## config.mk

```make
export PLATFORM = sky130hd
export DESIGN_NAME = irrigation_zone_scheduler_flat
export DESIGN_NICKNAME = d
export VERILOG_FILES = /design/src/rtl/irrigation_zone_scheduler_if.sv /design/src/rtl/irrigation_zone_scheduler.sv /design/src/flat_wrapper.sv
export SDC_FILE = /design/constraint.sdc
export NUM_CORES = 1
export LEC_CHECK = 0
export CAP_MARGIN = 20
export CORE_MARGIN = 2
export CORE_UTILIZATION = 45
export CTS_CLUSTER_SIZE = 25
export DETAILED_ROUTE_END_ITERATION = 8
export HOLD_SLACK_MARGIN = 0.05
export PLACE_DENSITY = 0.7
export SLEW_MARGIN = 20
export SYNTH_ARGS = -nofsm -noshare
export SYNTH_HDL_FRONTEND = slang
export SYNTH_SLANG_ARGS = --single-unit
```

## constraint.sdc

```tcl
create_clock -name clock_i -period 5.2 [get_ports clock_i]
set_input_delay 1.04 -clock clock_i [delete_from_list [all_inputs] [get_ports clock_i]]
set_output_delay 1.04 -clock clock_i [all_outputs]
set_load 0.03 [all_outputs]
```

## src/rtl/irrigation_zone_scheduler_if.sv

```systemverilog
// Sensor inputs and actuator/status outputs of the irrigation zone scheduler.
// slave is the scheduler side; master is whoever drives the sensors.
interface irrigation_zone_scheduler_if #(
   parameter int ZONES = 4
);
   localparam int AZW = $clog2(ZONES);

   logic             low_water_level_i;
   logic             mid_water_level_i;
   logic             high_water_level_i;
   logic [ZONES-1:0] earth_humidity_i;
   logic             air_humidity_i;
   logic             low_temperature_i;
   logic             enable_i;
   logic             water_supply_valvule_o;
   logic             splinker_bomb_o;
   logic             dripper_valvule_o;
   logic [ZONES-1:0] zone_valvule_o;
   logic [AZW-1:0]   active_zone_o;
   logic [1:0]       state_o;
   logic             alarm_o;

   modport slave (
      input  low_water_level_i, mid_water_level_i, high_water_level_i, earth_humidity_i,
             air_humidity_i, low_temperature_i, enable_i,
      output water_supply_valvule_o, splinker_bomb_o, dripper_valvule_o, zone_valvule_o,
             active_zone_o, state_o, alarm_o
   );

   modport master (
      output low_water_level_i, mid_water_level_i, high_water_level_i, earth_humidity_i,
             air_humidity_i, low_temperature_i, enable_i,
      input  water_supply_valvule_o, splinker_bomb_o, dripper_valvule_o, zone_valvule_o,
             active_zone_o, state_o, alarm_o
   );
endinterface

```

## src/rtl/irrigation_zone_scheduler.sv

```systemverilog
// Multi-zone irrigation scheduler: debounced tank/soil sensors, round-robin service of
// dry zones with tick-timed RUN/REST, refill-valve hysteresis and level-conflict fault.
module irrigation_zone_scheduler #(
   parameter int ZONES      = 4,
   parameter int DEBOUNCE   = 8,
   parameter int TICK_DIV   = 1000,
   parameter int RUN_TICKS  = 16,
   parameter int REST_TICKS = 4
) (
   input logic                        clock_i,
   input logic                        reset_n_i,
   irrigation_zone_scheduler_if.slave bus
);
   localparam int AZW = $clog2(ZONES);
   localparam int NS  = ZONES + 3;
   localparam int DCW = $clog2(DEBOUNCE + 1);
   localparam int PCW = $clog2(TICK_DIV);
   localparam int TMX = (RUN_TICKS > REST_TICKS) ? RUN_TICKS : REST_TICKS;
   localparam int TW  = $clog2(TMX + 1);

   typedef enum logic [1:0] {
      S_IDLE  = 2'b00,
      S_RUN   = 2'b01,
      S_REST  = 2'b10,
      S_FAULT = 2'b11
   } state_e;

   // Sensor vector layout: bit0 L, bit1 M, bit2 H, bits 3.. earth per zone.
   logic [NS-1:0] raw, sync1_q, sync2_q, db;
   logic [2:0]    wx1_q, wx2_q;

   assign raw = {bus.earth_humidity_i, bus.high_water_level_i, bus.mid_water_level_i,
                 bus.low_water_level_i};

   always_ff @(posedge clock_i or negedge reset_n_i) begin
      if (!reset_n_i) begin
         sync1_q <= '0;
         sync2_q <= '0;
         wx1_q   <= '0;
         wx2_q   <= '0;
      end else begin
         sync1_q <= raw;
         sync2_q <= sync1_q;
         wx1_q   <= {bus.enable_i, bus.low_temperature_i, bus.air_humidity_i};
         wx2_q   <= wx1_q;
      end
   end

   for (genvar g = 0; g < NS; g++) begin : g_deb
      logic [DCW-1:0] cnt_q;
      logic           bit_q;
      always_ff @(posedge clock_i or negedge reset_n_i) begin
         if (!reset_n_i) begin
            cnt_q <= '0;
            bit_q <= 1'b0;
         end else if (sync2_q[g] == bit_q) begin
            cnt_q <= '0;
         end else if (cnt_q == DCW'(DEBOUNCE - 1)) begin
            cnt_q <= '0;
            bit_q <= sync2_q[g];
         end else begin
            cnt_q <= cnt_q + DCW'(1);
         end
      end
      assign db[g] = bit_q;
   end

   logic             lvl_l, lvl_m, lvl_h, conflict;
   logic             air_s, lowt_s, en_s;
   logic [ZONES-1:0] earth_db;

   assign lvl_l    = db[0];
   assign lvl_m    = db[1];
   assign lvl_h    = db[2];
   assign earth_db = db[NS-1:3];
   assign air_s    = wx2_q[0];
   assign lowt_s   = wx2_q[1];
   assign en_s     = wx2_q[2];
   assign conflict = (lvl_h & ~lvl_m) | (lvl_m & ~lvl_l) | (lvl_h & ~lvl_l);

   logic [PCW-1:0] pre_q;
   logic           tick;

   assign tick = (pre_q == PCW'(TICK_DIV - 1));

   always_ff @(posedge clock_i or negedge reset_n_i) begin
      if (!reset_n_i) pre_q <= '0;
      else if (tick)  pre_q <= '0;
      else            pre_q <= pre_q + PCW'(1);
   end

   state_e         state_q, state_d;
   logic [TW-1:0]  timer_q, timer_d;
   logic [AZW-1:0] rr_ptr_q, rr_ptr_d, zone_q, zone_d, sel;
   logic           mode_q, mode_d, found;

   // rr_ptr itself is searched last, so a lone dry zone keeps being served.
   always_comb begin : p_sel
      logic [AZW-1:0] idx;
      idx   = '0;
      sel   = rr_ptr_q;
      found = 1'b0;
      for (int k = 1; k <= ZONES; k++) begin
         idx = AZW'((int'(rr_ptr_q) + k) % ZONES);
         if (!found && !earth_db[idx]) begin
            found = 1'b1;
            sel   = idx;
         end
      end
   end

   always_comb begin
      state_d  = state_q;
      timer_d  = timer_q;
      rr_ptr_d = rr_ptr_q;
      zone_d   = zone_q;
      mode_d   = mode_q;
      case (state_q)
         S_IDLE: begin
            if (conflict) begin
               state_d = S_FAULT;
               timer_d = '0;
            end else if (en_s && lvl_l && found) begin
               state_d  = S_RUN;
               timer_d  = TW'(RUN_TICKS);
               rr_ptr_d = sel;
               zone_d   = sel;
               mode_d   = lvl_m & ~air_s & ~lowt_s;
            end
         end
         S_RUN: begin
            if (conflict) begin
               state_d = S_FAULT;
               timer_d = '0;
            end else if ((tick && timer_q == TW'(1)) || earth_db[zone_q] || !lvl_l || !en_s) begin
               state_d = S_REST;
               timer_d = TW'(REST_TICKS);
            end else if (tick) begin
               timer_d = timer_q - TW'(1);
            end
         end
         S_REST: begin
            if (conflict) begin
               state_d = S_FAULT;
               timer_d = '0;
            end else if (tick) begin
               timer_d = timer_q - TW'(1);
               if (timer_q == TW'(1)) state_d = S_IDLE;
            end
         end
         default: begin
            timer_d = '0;
            if (!conflict) state_d = S_IDLE;
         end
      endcase
   end

   // Outputs are decoded from the next state so they move on the same edge as the FSM.
   logic [ZONES-1:0] valve_d, valve_q;
   logic             spr_d, spr_q, drip_d, drip_q, sup_d, sup_q, alarm_d, alarm_q;

   always_comb begin
      valve_d = '0;
      spr_d   = 1'b0;
      drip_d  = 1'b0;
      if (state_d == S_RUN) begin
         valve_d = ZONES'(1) << zone_d;
         spr_d   = mode_d;
         drip_d  = ~mode_d;
      end
      sup_d = sup_q;
      if (conflict)    sup_d = 1'b0;
      else if (!lvl_m) sup_d = 1'b1;
      else if (lvl_h)  sup_d = 1'b0;
      alarm_d = (state_d == S_FAULT) | conflict | ~lvl_m;
   end

   always_ff @(posedge clock_i or negedge reset_n_i) begin
      if (!reset_n_i) begin
         state_q  <= S_IDLE;
         timer_q  <= '0;
         rr_ptr_q <= AZW'(ZONES - 1);
         zone_q   <= '0;
         mode_q   <= 1'b0;
         valve_q  <= '0;
         spr_q    <= 1'b0;
         drip_q   <= 1'b0;
         sup_q    <= 1'b0;
         alarm_q  <= 1'b0;
      end else begin
         state_q  <= state_d;
         timer_q  <= timer_d;
         rr_ptr_q <= rr_ptr_d;
         zone_q   <= zone_d;
         mode_q   <= mode_d;
         valve_q  <= valve_d;
         spr_q    <= spr_d;
         drip_q   <= drip_d;
         sup_q    <= sup_d;
         alarm_q  <= alarm_d;
      end
   end

   assign bus.zone_valvule_o         = valve_q;
   assign bus.splinker_bomb_o        = spr_q;
   assign bus.dripper_valvule_o      = drip_q;
   assign bus.water_supply_valvule_o = sup_q;
   assign bus.alarm_o                = alarm_q;
   assign bus.active_zone_o          = zone_q;
   assign bus.state_o                = state_q;
endmodule

```

## src/flat_wrapper.sv

```systemverilog
// flat-port wrapper written by rule: the top's interface ports become plain ports
module irrigation_zone_scheduler_flat 
#(
   parameter int ZONES      = 4,
   parameter int DEBOUNCE   = 8,
   parameter int TICK_DIV   = 1000,
   parameter int RUN_TICKS  = 16,
   parameter int REST_TICKS = 4
)
  (clock_i, reset_n_i, bus_low_water_level_i, bus_mid_water_level_i, bus_high_water_level_i, bus_earth_humidity_i, bus_air_humidity_i, bus_low_temperature_i, bus_enable_i, bus_water_supply_valvule_o, bus_splinker_bomb_o, bus_dripper_valvule_o, bus_zone_valvule_o, bus_active_zone_o, bus_state_o, bus_alarm_o);
  irrigation_zone_scheduler_if #(.ZONES(ZONES)) bus_i ();
  input logic clock_i;
  input logic reset_n_i;
  input wire logic [$bits(bus_i.low_water_level_i)-1:0] bus_low_water_level_i;
  input wire logic [$bits(bus_i.mid_water_level_i)-1:0] bus_mid_water_level_i;
  input wire logic [$bits(bus_i.high_water_level_i)-1:0] bus_high_water_level_i;
  input wire logic [$bits(bus_i.earth_humidity_i)-1:0] bus_earth_humidity_i;
  input wire logic [$bits(bus_i.air_humidity_i)-1:0] bus_air_humidity_i;
  input wire logic [$bits(bus_i.low_temperature_i)-1:0] bus_low_temperature_i;
  input wire logic [$bits(bus_i.enable_i)-1:0] bus_enable_i;
  output wire logic [$bits(bus_i.water_supply_valvule_o)-1:0] bus_water_supply_valvule_o;
  output wire logic [$bits(bus_i.splinker_bomb_o)-1:0] bus_splinker_bomb_o;
  output wire logic [$bits(bus_i.dripper_valvule_o)-1:0] bus_dripper_valvule_o;
  output wire logic [$bits(bus_i.zone_valvule_o)-1:0] bus_zone_valvule_o;
  output wire logic [$bits(bus_i.active_zone_o)-1:0] bus_active_zone_o;
  output wire logic [$bits(bus_i.state_o)-1:0] bus_state_o;
  output wire logic [$bits(bus_i.alarm_o)-1:0] bus_alarm_o;
  assign bus_i.low_water_level_i = bus_low_water_level_i;
  assign bus_i.mid_water_level_i = bus_mid_water_level_i;
  assign bus_i.high_water_level_i = bus_high_water_level_i;
  assign bus_i.earth_humidity_i = bus_earth_humidity_i;
  assign bus_i.air_humidity_i = bus_air_humidity_i;
  assign bus_i.low_temperature_i = bus_low_temperature_i;
  assign bus_i.enable_i = bus_enable_i;
  assign bus_water_supply_valvule_o = bus_i.water_supply_valvule_o;
  assign bus_splinker_bomb_o = bus_i.splinker_bomb_o;
  assign bus_dripper_valvule_o = bus_i.dripper_valvule_o;
  assign bus_zone_valvule_o = bus_i.zone_valvule_o;
  assign bus_active_zone_o = bus_i.active_zone_o;
  assign bus_state_o = bus_i.state_o;
  assign bus_alarm_o = bus_i.alarm_o;
  irrigation_zone_scheduler #(.ZONES(ZONES), .DEBOUNCE(DEBOUNCE), .TICK_DIV(TICK_DIV), .RUN_TICKS(RUN_TICKS), .REST_TICKS(REST_TICKS)) u_core (.clock_i(clock_i), .reset_n_i(reset_n_i), .bus(bus_i));
endmodule
```

* Word-level counts from Yosys, hierarchy flattened *
Cells that the tools add are included.

storage, ports and cells
  register bits = 85
  output and inout bits = 12
  word-level logic and storage cells = 178

operators by class
  add/sub/neg operators = 13
  order comparisons = 5
  equality and inequality tests = 22
  shift-type cells = 1
  muxes and demuxes = 61
  bitwise logic cells = 22
  reduce and logical (&&, ||, !) cells = 25

operators by type and width
  operator                                                                      count
  4-bit 2-to-1 mux                                                              15
  2-bit 2-to-1 mux                                                              15
  5-bit 2-to-1 mux                                                              6
  4-bit by 1-bit adder with 4-bit output, second input constant                 7
  4-bit by 3-bit == test with 1-bit output, second input constant               7
  1-bit 2-to-1 mux                                                              17
  2-bit by 3-bit less-than comparator with 1-bit output, second input constant  5
  5-bit one-hot mux with 3 select lines                                         1
  2-bit AND reduction                                                           7
  1-bit inverter                                                                13
  10-bit by 1-bit adder with 10-bit output, second input constant               1
  1-bit binary-select mux with 2-bit select                                     5
  10-bit == test, second input constant                                         1
  10-bit 2-to-1 mux                                                             1
  1-bit == test                                                                 7
  1-bit logical NOT                                                             7
  1-bit logical AND                                                             6
  2-bit one-hot mux with 3 select lines                                         1
  1-bit bitwise AND                                                             5
  5-bit by 1-bit == test with 1-bit output, second input constant               1
  5-bit by 1-bit subtractor with 5-bit output, second input constant            1
  2-bit by 1-bit adder with 2-bit output, second input constant                 2
  2-bit adder, second input constant                                            2
  2-bit by 1-bit == test with 1-bit output, second input constant               2
  other kinds (8)                                                               14

* Logic depth before layout (Yosys ltp) *
Gate-level depths: netlist of run 1.

  depth after elaboration = 19
  depth in mapped cells = 7
  mapped depth without buffers = 6

* Worst setup path before layout of run 1 *
Ideal clock, no wire load.

  path kind = reg-to-reg
  start = register u_core.pre_q[0]
  end = register u_core.timer_q[4]
  library setup time = 133 ps
  arrival = 1,606 ps
  data required time = 5,067 ps
  path slack = 3,461 ps
  stages on the path, launching flop included = 8
  cells stage by stage = dfrtp_1 ha_1 nand4b_1 nor3b_4 buf_4 a211oi_1 o31ai_1 o41ai_1

between the ends
  cells in the longest elaborated chain, start to end = 8

RTL lines
  what                                       line                              text
  from (decl)                                irrigation_zone_scheduler.sv:81   logic [PCW-1:0] pre_q;
  from (signal assigned)                     irrigation_zone_scheduler.sv:89   else pre_q <= pre_q + PCW'(1);
  10-bit == test (*)                         irrigation_zone_scheduler.sv:84   assign tick = (pre_q == PCW'(TICK_DIV - 1));
  1-bit logical AND                          irrigation_zone_scheduler.sv:135  end else if ((tick && timer_q == TW'(1)) || earth_db[zone_q] || !lvl_l || !en_s) begin
  1-bit logical OR (3 in a row)              irrigation_zone_scheduler.sv:135
  5-bit 2-to-1 mux                           irrigation_zone_scheduler.sv:135
  5-bit 2-to-1 mux                           irrigation_zone_scheduler.sv:132  if (conflict) begin
  5-bit one-hot mux with 3 select lines (*)  irrigation_zone_scheduler.sv:118  case (state_q)
  to (signal assigned)                       irrigation_zone_scheduler.sv:192  timer_q <= timer_d;
  to (decl)                                  irrigation_zone_scheduler.sv:93   logic [TW-1:0] timer_q, timer_d;

Mark *: on every way between the ends. The rest lies on a longest branch, timed or not.
A chain may end at the register's enable or synchronous reset.

* Worst setup path after layout of run 1 *
  start = register u_core.state_q[0], in the netlist u_core.bus.state_o[0]
  end = output bus_state_o[0]

RTL lines
  what                    line                              text
  from (decl)             irrigation_zone_scheduler.sv:92   state_e state_q, state_d;
  from (signal assigned)  irrigation_zone_scheduler.sv:191  state_q <= state_d;
  to (decl)               flat_wrapper.sv:26                output wire logic [$bits(bus_i.state_o)-1:0] bus_state_o;

No word-level cell between the ends.

==> flow_summary.yaml, run 1 <==
logic_synthesis:
  synth-async-reset-ratio_pct: 100
  count_of_flip_flops_with_a_built_in_enable_after_synthesis: 0
  count_of_mapped_cells_out_of_synthesis: 313
  synth_top_cell_by_area: "dfrtp_1"
  synth.top_cell.area_share_pct: 57.3
  fraction_of_the_yosys_area_taken_by_sequential_cells_pct: 58.8
  synth.avg_cell_area_um2: 11.6
  synth_top_flop_cell: "dfrtp_1"
  synth_top_area_cells: "dfrtp_1, xnor2_1, nor2_1"
  yosys_register_bits: 85
  syn-cell-area_um2: 3620
  ys_warn_count: 0
  synthesis.nets: 335
  synth.lib_cells_used.distinct: 59
finish:
  areaGrowthSynthToFinish_pct: 15.0
  multi_input_area_um2: 1420
  layout.cells.non_filler: 448
  layout.area.seq_um2: 2130
  antenna-diode-count: 0
  post_route_cells_drive_above_1_share_pct: 10.7
  number_of_filler_instances_in_the_final_layout: 690
  layout.core_utilization_pct: 53.6
  num-nets-final: 363
run:
  timing.max_cap.violations: 0
hold_path:
  worst_hold_path_type: "flop to flop"
setup_path:
  wp_data_required_ns: 4.16
  critical_path.max_fanout: 8
  path_buf_inv: 1
  cp.arrival_ns: 1.54
  worst-r2r-setup-slack_ns: 3.03
  criticalPathCategory: "flop to output port"
  crit_path_max_incr_delay_ns: 0.72
  setup.worst_path.end_class: "output port"
  cpLargestDelayFamily: "buffers and inverters"
  critical-path-slowest-cell: "clkdlybuf4s50_1"
  critPathLaunchType: "flop"
  cp_cell_sequence: "clkdlybuf4s50_1"
global_routing:
  grt_start_max_net_pins: 86
  grt_antenna_before_repair: 0
  grt.overflow.total: 0
  grt_use_met1_pct: 22.5
  globalRouteMet2Util_pct: 23.0
  grt_pass1_wl_mm: 10.7
  first_global_vias: 2314
  grt-busiest-layer: "met2"
  grt_use_met3_pct: 2.73
  track_usage_pct: 15.7
placement:
  portBuffers: 23
  hpwl_mm: 4.22
  numPlacedInstances: 432
  place_congestion: 0.797
die:
  row_count: 32
  die-width_um: 93.7
  floorplan.core_area_um2: 7770
  io_pins: 24
  initial_core_util_pct: 46.6
  dieArea_um2: 8780
  die_h_um: 93.7
cts:
  cts_buffers: 9
  cts_max_level: 3
  cts_resized: 0
  clk_pin_slew_worst_paths_ns: 0.08
  cts.root.buffer_cell: "clkbuf_8"
  cts.sink_count: 85
  postCtsSetupRepairBufs: 0
  max-clock-path-buffers: 2
  clk_latency_ns: 0.35
  cts_tree: "built"
  cts.hold.buffers_added: 0
route:
  route.final.wire_length_mm: 6.07
  detail_route.first_pass.iterations: 4
  dr_total_vias: 2371
  remaining_drc_errors: 0
  first_iter_violations: 115
  wire_per_inst_um: 13.5
  final_antenna_net_count: 0
  detail_route.vias_per_cell: 5.29
timing:
  final_hold_viol_count: 0
  timing.final.crit_period_ns: 2.58
  timing.setup.tns_ns: 0
  setup_violations: 0
  min_period_over_period_pct: 49.5
  fin_max_slew_vios: 0
  grt_setup_unrepaired: "no"
  finalClockSkew_ns: 0.00666
  worst_slew_pin_slew_ns: 0.736
  maxSlewHeadroom_pct: 50.9
  achievable-frequency_ghz: 0.388
pwr:
  power_per_cell_area_nw_per_um2: 463
  power.static_leakage_uw: 0.00183
  max-vdd-ir-drop_v: 0.000293
status:
  status: "finished clean"
[final timing paths]
path	startpoint	depth (start not counted)	endpoint
max	u_core.bus.state_o[0]	1	bus_state_o[0]
min	u_core.sync1_q[6]	0	u_core.sync2_q[6]
max reg2reg	u_core.pre_q[0]	6	u_core.bus.zone_valvule_o[2]
min reg2reg	u_core.sync1_q[6]	0	u_core.sync2_q[6]
max in group asynchronous	reset_n_i	1	u_core.wx1_q[1]
min in group asynchronous	reset_n_i	1	u_core.g_deb[3].cnt_q[2]
[kinds of logic (layout without fill, tap and decap cells)]
group	count (synthesis)	count (layout)	synth area share [%]
compound gates	53	53	10.2
xor+xnor	20	20	4.84
fa+ha+maj	10	10	3.45
buf+inv	14	47	1.90
flops	85	85	58.8
mux	12	12	3.83
simple gates	119	119	17.0
[report_power, final]
part           switching [µW]  leakage [µW]  internal (µW)  total (µW)
combinational             262      0.000638            229         491
sequential                143       0.00108            786         929
clock                     227      0.000112            282         509
total                     632       0.00183           1300        1930
[cell usage in the layout (no fill, tap or decap), types with 2 or more instances in the layout]
master and instances:
clkinv_2 2, nand2b_1 3, nor3b_1 5, nor2b_1 10, xor2_1 4, o21ai_0 15
a21o_1 2, dfrtp_1 83, clkbuf_8 10, mux2_2 7, o41ai_1 3, inv_1 6
bufinv_16 2, inv_2 2, and3_1 8, a21oi_1 12, mux2_4 2, mux2i_1 3
dfstp_2 2, xnor2_1 16, and2_1 3, nor3_1 16, o32ai_1 2, nor2_1 35
nor4_1 2, nand2_1 18, clkdlybuf4s50_1 22, ha_1 10, nand3_1 8
[flip-flops by register name (all words and copies together) (netlist names), 2 cells and up]
register	cells
u_core.bus.active_zone_o	2
u_core.timer_q	5
u_core.wx2_q	3
u_core.wx1_q	3
u_core.bus.zone_valvule_o	4
u_core.sync1_q	7
u_core.g_deb.bit_q	7
u_core.sync2_q	7
u_core.pre_q	10
u_core.g_deb.cnt_q	28
u_core.bus.state_o	2
u_core.rr_ptr_q	2
[per-stage QoR]
stage	power [µW]	hold slack, ns	setup slack [ns]	cell area (µm²)
6_report	1930	0.353	2.62	4170
2_1_floorplan	1290	0.331	3.46	3620
5_1_grt	2070	0.360	2.56	4170
4_1_cts	1950	0.355	2.60	4160
3_3_place_gp	1420	0.332	3.02	3940
3_5_place_dp	1430	0.336	3.01	3940
[per-layer routing]
layer / wire, µm / vias to the layer above
met5: 0 / -
met3: 198 / 10
li1: - / 1156
met2: 2830 / 48
met1: 2920 / 1157
met4: 123 / 0
[synth_stat cells (4+ instances only)]
master and number:
a21oi_1 12, and3_1 8, dfrtp_1 83, ha_1 10, inv_1 6, mux2_2 7, nand2_1 18, nand3_1 8
nor2_1 35, nor2b_1 10, nor3_1 16, nor3b_1 5, o21ai_0 15, xnor2_1 16, xor2_1 4
[layout make-up]
cell class | instances | area share [%]
sequential | 85 | 51.1
multi-input combinational | 214 | 34.2
timing repair buffer | 23 | 5.56
clock buffer | 10 | 3.30
tap | 102 | 3.06
clock inverter | 6 | 2.07
inverter | 8 | 0.721
Note: power is estimated with default switching activity, not from simulation.
==> run 2: changes to the inputs <==
==> constraint.sdc (replaced) <==
create_clock -name clock_i -period 2.7 [get_ports clock_i]
set_input_delay 0.54 -clock clock_i [delete_from_list [all_inputs] [get_ports clock_i]]
set_output_delay 0.54 -clock clock_i [all_outputs]
set_load 0.03 [all_outputs]
==> run 2 against run 1 <==
Compared with the run above:
- global-route usage increased by 0.29 points
- critical endpoint unchanged
- sequential share of layout area decreased by 0.68 points
- critical path depth unchanged
- clock skew increased by 0.011 ns
==> flow_summary.yaml, run 2 (synthesis gave the netlist of run 1 again) <==
status:
  status: "finished clean"
die:
  floorplan.core_area_um2: 7770
  dieArea_um2: 8780
  row_count: 32
  die-width_um: 93.7
  initial_core_util_pct: 46.6
  io_pins: 24
  die_h_um: 93.7
setup_path:
  worst-r2r-setup-slack_ns: 0.73
  cpLargestDelayFamily: "buffers and inverters"
  critical-path-slowest-cell: "clkdlybuf4s50_1"
  setup.worst_path.end_class: "output port"
  wp_data_required_ns: 2.16
  cp_cell_sequence: "clkdlybuf4s50_1"
  critPathLaunchType: "flop"
  cp.arrival_ns: 1.58
  criticalPathCategory: "flop to output port"
  path_buf_inv: 1
  critical_path.max_fanout: 8
  crit_path_max_incr_delay_ns: 0.74
placement:
  numPlacedInstances: 434
  place_congestion: 0.785
  portBuffers: 23
  hpwl_mm: 4.33
  place_area_um2: 3970
finish:
  layout.cells.non_filler: 450
  antenna-diode-count: 0
  register_containing_the_most_flip_flops_in_the_final_layout: "u_core.g_deb.cnt_q"
  num-nets-final: 365
  largest_register_ffs: 28
  layout_common_cells: "dfrtp_1, nor2_1, clkdlybuf4s50_1"
  final_area_um2: 4220
  mostFrequentLayoutCell: "dfrtp_1"
  post_route_cells_drive_above_1_share_pct: 10.6
  areaGrowthSynthToFinish_pct: 16.6
  reg_top3: "u_core.g_deb.cnt_q (28), u_core.pre_q (10)"
route:
  first_iter_violations: 131
  detail_route.vias_per_cell: 5.29
  dr_total_vias: 2380
  route.final.wire_length_mm: 6.19
  detail_route.first_pass.iterations: 4
  remaining_drc_errors: 0
  final_antenna_net_count: 0
  wire_per_inst_um: 13.8
timing:
  timing.final.crit_period_ns: 2.12
  fin_max_slew_vios: 0
  finalClockSkew_ns: 0.0181
  min_period_over_period_pct: 78.5
  achievable-frequency_ghz: 0.472
  setup_violations: 0
  final_hold_viol_count: 0
  timing.setup.tns_ns: 0
  maxSlewHeadroom_pct: 58.4
  worst_slew_pin_slew_ns: 0.624
  grt_setup_unrepaired: "no"
cts:
  cts_tree: "built"
  clk_latency_ns: 0.36
  cts.sink_count: 85
  cts.hold.buffers_added: 0
  cts_resized: 0
  cts_buffers: 9
  cts_max_level: 3
  clk_pin_slew_worst_paths_ns: 0.08
  max-clock-path-buffers: 2
  cts.root.buffer_cell: "clkbuf_8"
  postCtsSetupRepairBufs: 0
global_routing:
  grt_pass1_wl_mm: 11.0
  grt_start_max_net_pins: 50
  grt.overflow.total: 0
  track_usage_pct: 16.0
  grt_antenna_before_repair: 0
  first_global_vias: 2436
pwr:
  power.static_leakage_uw: 0.00186
  totalPowerFinal_uw: 3890
  power_per_cell_area_nw_per_um2: 922
  max-vdd-ir-drop_v: 0.000440
hold_path:
  worst_hold_path_type: "input pin to asynchronous set/reset pin"
run:
  timing.max_cap.violations: 0
==> run 2: cell count changes in the layout (fill, tap and decap cells not counted) <==
cell / change
clkbuf_1: +2
buf_12: +1
clkinv_2: -1
clkinvlp_4: -1
buf_6: -1
clkbuf_8: -1
clkinv_4: -1
buf_4: +2
bufinv_16: +2
==> run 2: worst reg2reg max path: stages, from the launching register on <==
cell and delay [ns]:
dfrtp_1 0.50, a41oi_4 0.36, and3_1 0.45, mux2_2 0.40, and2_1 0.16
==> run 2: power breakdown <==
group          internal, µW  switching (µW)  total, µW
clock                   708             438       1150
sequential             1510             284       1800
combinational           442             507        949
total                  2660            1230       3890
==> run 2: worst paths after layout <==
kind,from,end,cells after the start
setup / recovery,u_core.bus.state_o[0],bus_state_o[0],1
hold / removal,reset_n_i,u_core.g_deb[3].cnt_q[2],1
setup reg to reg,u_core.g_deb[6].bit_q,u_core.bus.splinker_bomb_o,4
hold reg to reg,u_core.wx1_q[2],u_core.wx2_q[2],0
max in group asynchronous,reset_n_i,u_core.rr_ptr_q[1],2
min in group clock_i,u_core.wx1_q[2],u_core.wx2_q[2],0
==> run 2: final cells by class <==
class                      count  area [µm²]
tap                          102         128
inverter                       8        30.0
multi-input combinational    214        1420
timing repair buffer          25         255
clock inverter                 5         125
clock buffer                  11         131
sequential                    85        2130
fill                         667        3540
==> run 2: per-stage QoR <==
step,setup slack [ns],util [%],hold slack [ns]
2_1_floorplan,0.961,-,0.244
3_3_place_gp,0.786,51.1,0.332
3_5_place_dp,0.753,51.1,0.335
4_1_cts,0.571,54.4,0.231
5_1_grt,0.503,54.4,0.246
6_report,0.580,54.4,0.205
==> run 2: per-layer routing <==
layer	global-route usage, %	routed length [µm]
met1	20.6	2890
met2	25.2	2910
met3	3.77	186
met4	8.09	207
met5	0	0
